`config.mk`:
```
export PLATFORM = sky130hd
export DESIGN_NAME = alu_exec_ctrl
export DESIGN_NICKNAME = d
export VERILOG_FILES = /design/src/rtl/alu_exec_ctrl.sv
export SDC_FILE = /design/constraint.sdc
export NUM_CORES = 1
export LEC_CHECK = 0
export CORE_UTILIZATION = 63
export CTS_CLUSTER_SIZE = 20
export DETAILED_ROUTE_END_ITERATION = 12
export DONT_BUFFER_PORTS = 1
export PLACE_DENSITY = 0.76
export REMOVE_ABC_BUFFERS = 1
export SLEW_MARGIN = 20
export SYNTH_ARGS = -nofsm -noshare
export SYNTH_HDL_FRONTEND = slang
export SYNTH_SLANG_ARGS = --single-unit
export TNS_END_PERCENT = 100
```
`constraint.sdc`:
```
create_clock -name clk -period 3.17 [get_ports clk]
set_clock_uncertainty 0.15 [all_clocks]
set_input_delay 0.634 -clock clk [delete_from_list [all_inputs] [get_ports clk]]
set_output_delay 0.634 -clock clk [all_outputs]
set_load 0.1 [all_outputs]
```
`src/rtl/alu_exec_ctrl.sv`:
```
// alu_exec_ctrl: sequencer that feeds an external combinational ALU from a
// 4-entry register file and writes the result back.
//   clk, rst            : clock, asynchronous active-high reset
//   in_valid/in_ready   : instruction handshake (ready only while idle)
//   in_op, in_ld        : ALU opcode / load-immediate select
//   in_rd, in_ra, in_rb : destination and source register indices
//   in_imm              : immediate for loads
//   alu_a/alu_b/alu_code: registered ALU operands and opcode
//   alu_out             : ALU result (combinational, from outside)
//   rd_sel/rd_data      : combinational register read for observation
//   done                : high for the single writeback cycle
//   zero                : last written value was zero
//   carry               : carry/borrow/shifted-out bit (only when the
//                         macro ALU_EXEC_CARRY_EN is defined)
module alu_exec_ctrl #(
  parameter int LEN = 8
) (
  input  logic           clk,
  input  logic           rst,
  input  logic           in_valid,
  output logic           in_ready,
  input  logic [3:0]     in_op,
  input  logic           in_ld,
  input  logic [1:0]     in_rd,
  input  logic [1:0]     in_ra,
  input  logic [1:0]     in_rb,
  input  logic [LEN-1:0] in_imm,
  output logic [LEN-1:0] alu_a,
  output logic [LEN-1:0] alu_b,
  output logic [3:0]     alu_code,
  input  logic [LEN-1:0] alu_out,
  input  logic [1:0]     rd_sel,
  output logic [LEN-1:0] rd_data,
  output logic           done,
  output logic           zero
`ifdef ALU_EXEC_CARRY_EN
  ,
  output logic           carry
`endif
);

  typedef enum logic [1:0] {IDLE, READ, EXEC, WB} state_t;

  state_t         state_q, state_d;
  logic [1:0]     rd_q, ra_q, rb_q;
  logic [3:0]     op_q;
  logic           ld_q;
  logic [LEN-1:0] imm_q;
  logic [LEN-1:0] result_q;
  logic [LEN-1:0] regs_q [4];
  logic [LEN-1:0] alu_a_q, alu_b_q;
  logic [3:0]     alu_code_q;
  logic           zero_q;
  logic [LEN-1:0] wb_data;

  always_comb begin
    state_d  = state_q;
    in_ready = 1'b0;
    done     = 1'b0;
    unique case (state_q)
      IDLE: begin
        in_ready = 1'b1;
        if (in_valid) state_d = in_ld ? WB : READ;
      end
      READ: state_d = EXEC;
      EXEC: state_d = WB;
      WB: begin
        done    = 1'b1;
        state_d = IDLE;
      end
      default: state_d = IDLE;
    endcase
  end

  assign wb_data = ld_q ? imm_q : result_q;

  always_ff @(posedge clk or posedge rst) begin
    if (rst) begin
      state_q    <= IDLE;
      rd_q       <= '0;
      ra_q       <= '0;
      rb_q       <= '0;
      op_q       <= '0;
      ld_q       <= 1'b0;
      imm_q      <= '0;
      result_q   <= '0;
      alu_a_q    <= '0;
      alu_b_q    <= '0;
      alu_code_q <= '1;
      zero_q     <= 1'b0;
      for (int unsigned i = 0; i < 4; i++) regs_q[i] <= '0;
    end else begin
      state_q <= state_d;
      case (state_q)
        IDLE: if (in_valid) begin
          rd_q  <= in_rd;
          ra_q  <= in_ra;
          rb_q  <= in_rb;
          op_q  <= in_op;
          ld_q  <= in_ld;
          imm_q <= in_imm;
        end
        READ: begin
          alu_a_q    <= regs_q[ra_q];
          alu_b_q    <= regs_q[rb_q];
          alu_code_q <= op_q;
        end
        EXEC: result_q <= alu_out;
        WB: begin
          regs_q[rd_q] <= wb_data;
          zero_q       <= (wb_data == '0);
        end
        default: ;
      endcase
    end
  end

`ifdef ALU_EXEC_CARRY_EN
  localparam logic [3:0] OP_ADD = 4'b0000;
  localparam logic [3:0] OP_SUB = 4'b0001;
  localparam logic [3:0] OP_SHL = 4'b0111;
  localparam logic [3:0] OP_SHR = 4'b1000;

  logic           carry_q, carry_d;
  logic [LEN:0]   sum;

  // Derived from the held operand registers, which are stable through WB.
  always_comb begin
    sum     = {1'b0, alu_a_q} + {1'b0, alu_b_q};
    carry_d = 1'b0;
    case (alu_code_q)
      OP_ADD:  carry_d = sum[LEN];
      OP_SUB:  carry_d = (alu_a_q < alu_b_q);
      OP_SHL:  carry_d = alu_a_q[LEN-1];
      OP_SHR:  carry_d = alu_a_q[0];
      default: carry_d = 1'b0;
    endcase
  end

  always_ff @(posedge clk or posedge rst) begin
    if (rst) carry_q <= 1'b0;
    else if (state_q == WB && !ld_q) carry_q <= carry_d;
  end

  assign carry = carry_q;
`endif

  assign alu_a    = alu_a_q;
  assign alu_b    = alu_b_q;
  assign alu_code = alu_code_q;
  assign zero     = zero_q;
  assign rd_data  = regs_q[rd_sel];

endmodule

```
==> summary.txt <==
Synthesis
  • Fraction of registers with async set/reset: 100%
  • Adder-Cell Fraction of Synth Area: 1.31%
  • Unique cell type count in the Yosys netlist: 25
  • Post-synthesis register bit count: 82
  • Synth Area in XOR/XNOR: 0%
  • Top-area cell type share of the netlist area: 51.1%
  • Post-synth EDFFs: 0
  • Leading area contributor after synthesis: dfrtp_1
  • Ys Warns: 0
  • Mapped cell area: 0.00382 mm2
  • Syn Area/Cell: 14.4 um2
  • Synth Area in Simple Gates: 6.09%
  • Syn Inst Count: 266
  • Synth cell count leaders: dfrtp_1 (78), mux2_2 (31), mux4_2 (24), nand2_1 (24), o21ai_0 (24)
  • Largest family of logic cells by synthesized area: multiplexers
  • Top cells by area, synth: dfrtp_1 (51%), mux4_2 (14%), mux2_2 (9.1%)
  • Synth Area in Compound Gates: 4.45%
  • Seq/Total Area, Yosys: 53.8%
  • Primary FF master, synth: dfrtp_1
  • Most frequent cell after synthesis: dfrtp_1
  • Post-synthesis mux area share: 31.9%

Clocking
  • CTS max path bufs: 2
  • CTS tree: built
  • Root Buffer: clkbuf_8
  • Clock sinks: 82
  • Hold_buf cts: 0
  • Clk Latency, worst-skew pair: 340 ps
  • Cts repair resizes: 0
  • Clk slew on worst S/H paths: 70 ps
  • Setup bufs post-CTS: 0
  • H-tree depth: 3
  • CTS Buf Count: 9

Floorplanning
  • Die area: 0.00638 mm2
  • Die Wd: 79.9 um
  • Starting Density: 64.9%
  • Core Region: 0.00589 mm2
  • Die Y-Extent: 79.9 um
  • Top-Level Pins: 63
  • Row count: 28

Hold path
  • HP Class: primary input to async pin

Routing
  • WL met3: 349 um
  • WL final: 6.87 mm
  • Antenna Violating Nets Remaining: 0
  • Vias: 2115
  • DR WL/cell: 19.9 um
  • Highest routed metal layer: met4
  • Wl on met1: 3.14 mm
  • Post-DR vias/cell: 6.11
  • Pre-Repair DR Iteration Count: 4
  • WL met2: 3.28 mm
  • Detailed Route Iter0 Violations: 133
  • Post-route DRC: 0

Critical path
  • CP max stage cell: mux4_2
  • CP max FO: 4
  • CP startpoint kind: register
  • Crit path buf inv count: 0
  • Crit path cell chain: mux4_2
  • WS Path Type: register to primary output
  • WP data required: 2390 ps
  • Worst EP arrival: 1520 ps
  • Cell family with most CP delay: multiplexers
  • Crit-path max cell delay: 760 ps
  • Crit end category: primary output

Placement
  • Final HPWL DP: 4.78 mm
  • Port bufs: 0
  • RePlAce Congestion: 0.782
  • Setup WS pre-CTS: 988 ps
  • Dpl cells: 331

Global routing
  • First-pass GRT wire length: 11.2 mm
  • Vias in the first global route: 2148
  • GRT overflow: 0
  • Total track usage: 24.4%
  • Pin count of the biggest net entering global routing: 30
  • Initial antenna violation count: 0

Final layout
  • N_diodes: 0
  • Final non-filler cell total: 346
  • Area Overhead vs Synth: 7.07%
  • # nets final: 303
  • Filler cells: 423
  • Layout cells sized above 1: 35.4%

Timing
  • Fin crit period: 2300 ps
  • Fin Setup TNS: 0 ps
  • Worst hold slack: 23.1 ps
  • Worst Tran Pin Value: 925 ps
  • Max frequency: 0.434 GHz
  • Final Slew Violations: 0
  • RSZ-0062 raised after global routing: no
  • Final setup viols: 0
  • Final period util: 72.7%
  • Worst setup margin: 866 ps
  • Slew HR: 38.3%
  • Fin. Hold Viols: 0

Flow run
  • Maxcap violations: 0

Outcome
  • Status: finished clean
registers in the layout (all words and copies together), names as in the netlist, 4 cells and up:
| name | count |
|---|---|
| regs_q | 32 |
| imm_q | 8 |
| alu_code | 4 |
| result_q | 8 |
| op_q | 4 |
| alu_a | 8 |
| alu_b | 8 |
through the flow:
| step | utilization [%] | area (um2) |
|---|---|---|
| 2_1_floorplan | - | 3740 |
| 3_3_place_gp | 65.8 | 3870 |
| 3_5_place_dp | 65.8 | 3870 |
| 4_1_cts | 69.5 | 4090 |
| 5_1_grt | 69.5 | 4090 |
| 6_report | 69.5 | 4090 |
routing by layer:
metal  vias up  track usage, %
li1        979               -
met1      1072            33.7
met5         -               0
met4         0            9.11
met3         9            5.71
met2        55            38.0
logic make-up after synthesis:
logic type	after synthesis
AOI/OAI and AO/OA	34
DFF	82
and+or+nand+nor	48
buffers and inverters	18
muxes	80
adders and majority gates	4
path summary, 6_finish.rpt:
path | slack [ps] | depth (start not counted) | start | endpoint
setup / recovery | 870 | 1 | regs_q[6]$_DFFE_PP0P_ | rd_data[6]
hold / removal | 20 | 1 | rst | imm_q[6]$_DFFE_PP0P_
setup reg to reg | 1180 | 5 | state_q[1]$_DFFE_PP0P_ | op_q[1]$_DFFE_PP0P_
hold reg to reg | 350 | 1 | op_q[3]$_DFFE_PP0P_ | op_q[3]$_DFFE_PP0P_
max in group asynchronous | 2070 | 2 | rst | alu_code[2]$_DFFE_PP1N_
min in group clk | 290 | 1 | alu_out[5] | result_q[5]$_DFFE_PP0N_
worst reg2reg max path, stage by stage (launching register included):
cell and delay (ps):
dfrtp_1 420, inv_1 90, ha_1 140, buf_4 310, nand2_2 370, mux2_2 400
cell usage in the layout (no fill, tap or decap):
master,Yosys,routed
mux2_2,31,31
mux2_4,16,16
nor4_1,3,3
mux2i_1,9,9
a21oi_1,10,10
clkbuf_8,0,11
nand2_2,1,1
ha_1,4,4
nor3b_4,1,1
nand3_1,2,2
clkbuf_1,6,2
inv_1,3,2
bufinv_16,0,2
o21ai_0,24,24
dfstp_2,4,4
nor4b_1,1,1
nand3b_1,2,2
nand4b_1,2,2
nor2_1,11,11
dfrtp_1,78,78
nand2b_1,1,1
nand2_1,24,24
mux4_2,24,24
clkinv_2,0,1
buf_4,1,5
final cells by class:
class / count / area, um2 / share of cell area [%]
Sequential cell: 82 / 2060 / 50.3
Inverter: 3 / 12.5 / 0.306
Tap cell: 75 / 93.8 / 2.29
Clock inverter: 2 / 60.1 / 1.47
Clock buffer: 13 / 159 / 3.88
Timing Repair Buffer: 5 / 37.5 / 0.917
Multi-Input combinational cell: 166 / 1670 / 40.9
Power is left out: the tool's default activity adds up to more than one toggle a clock period on the data nets, which glitch-free logic cannot reach.
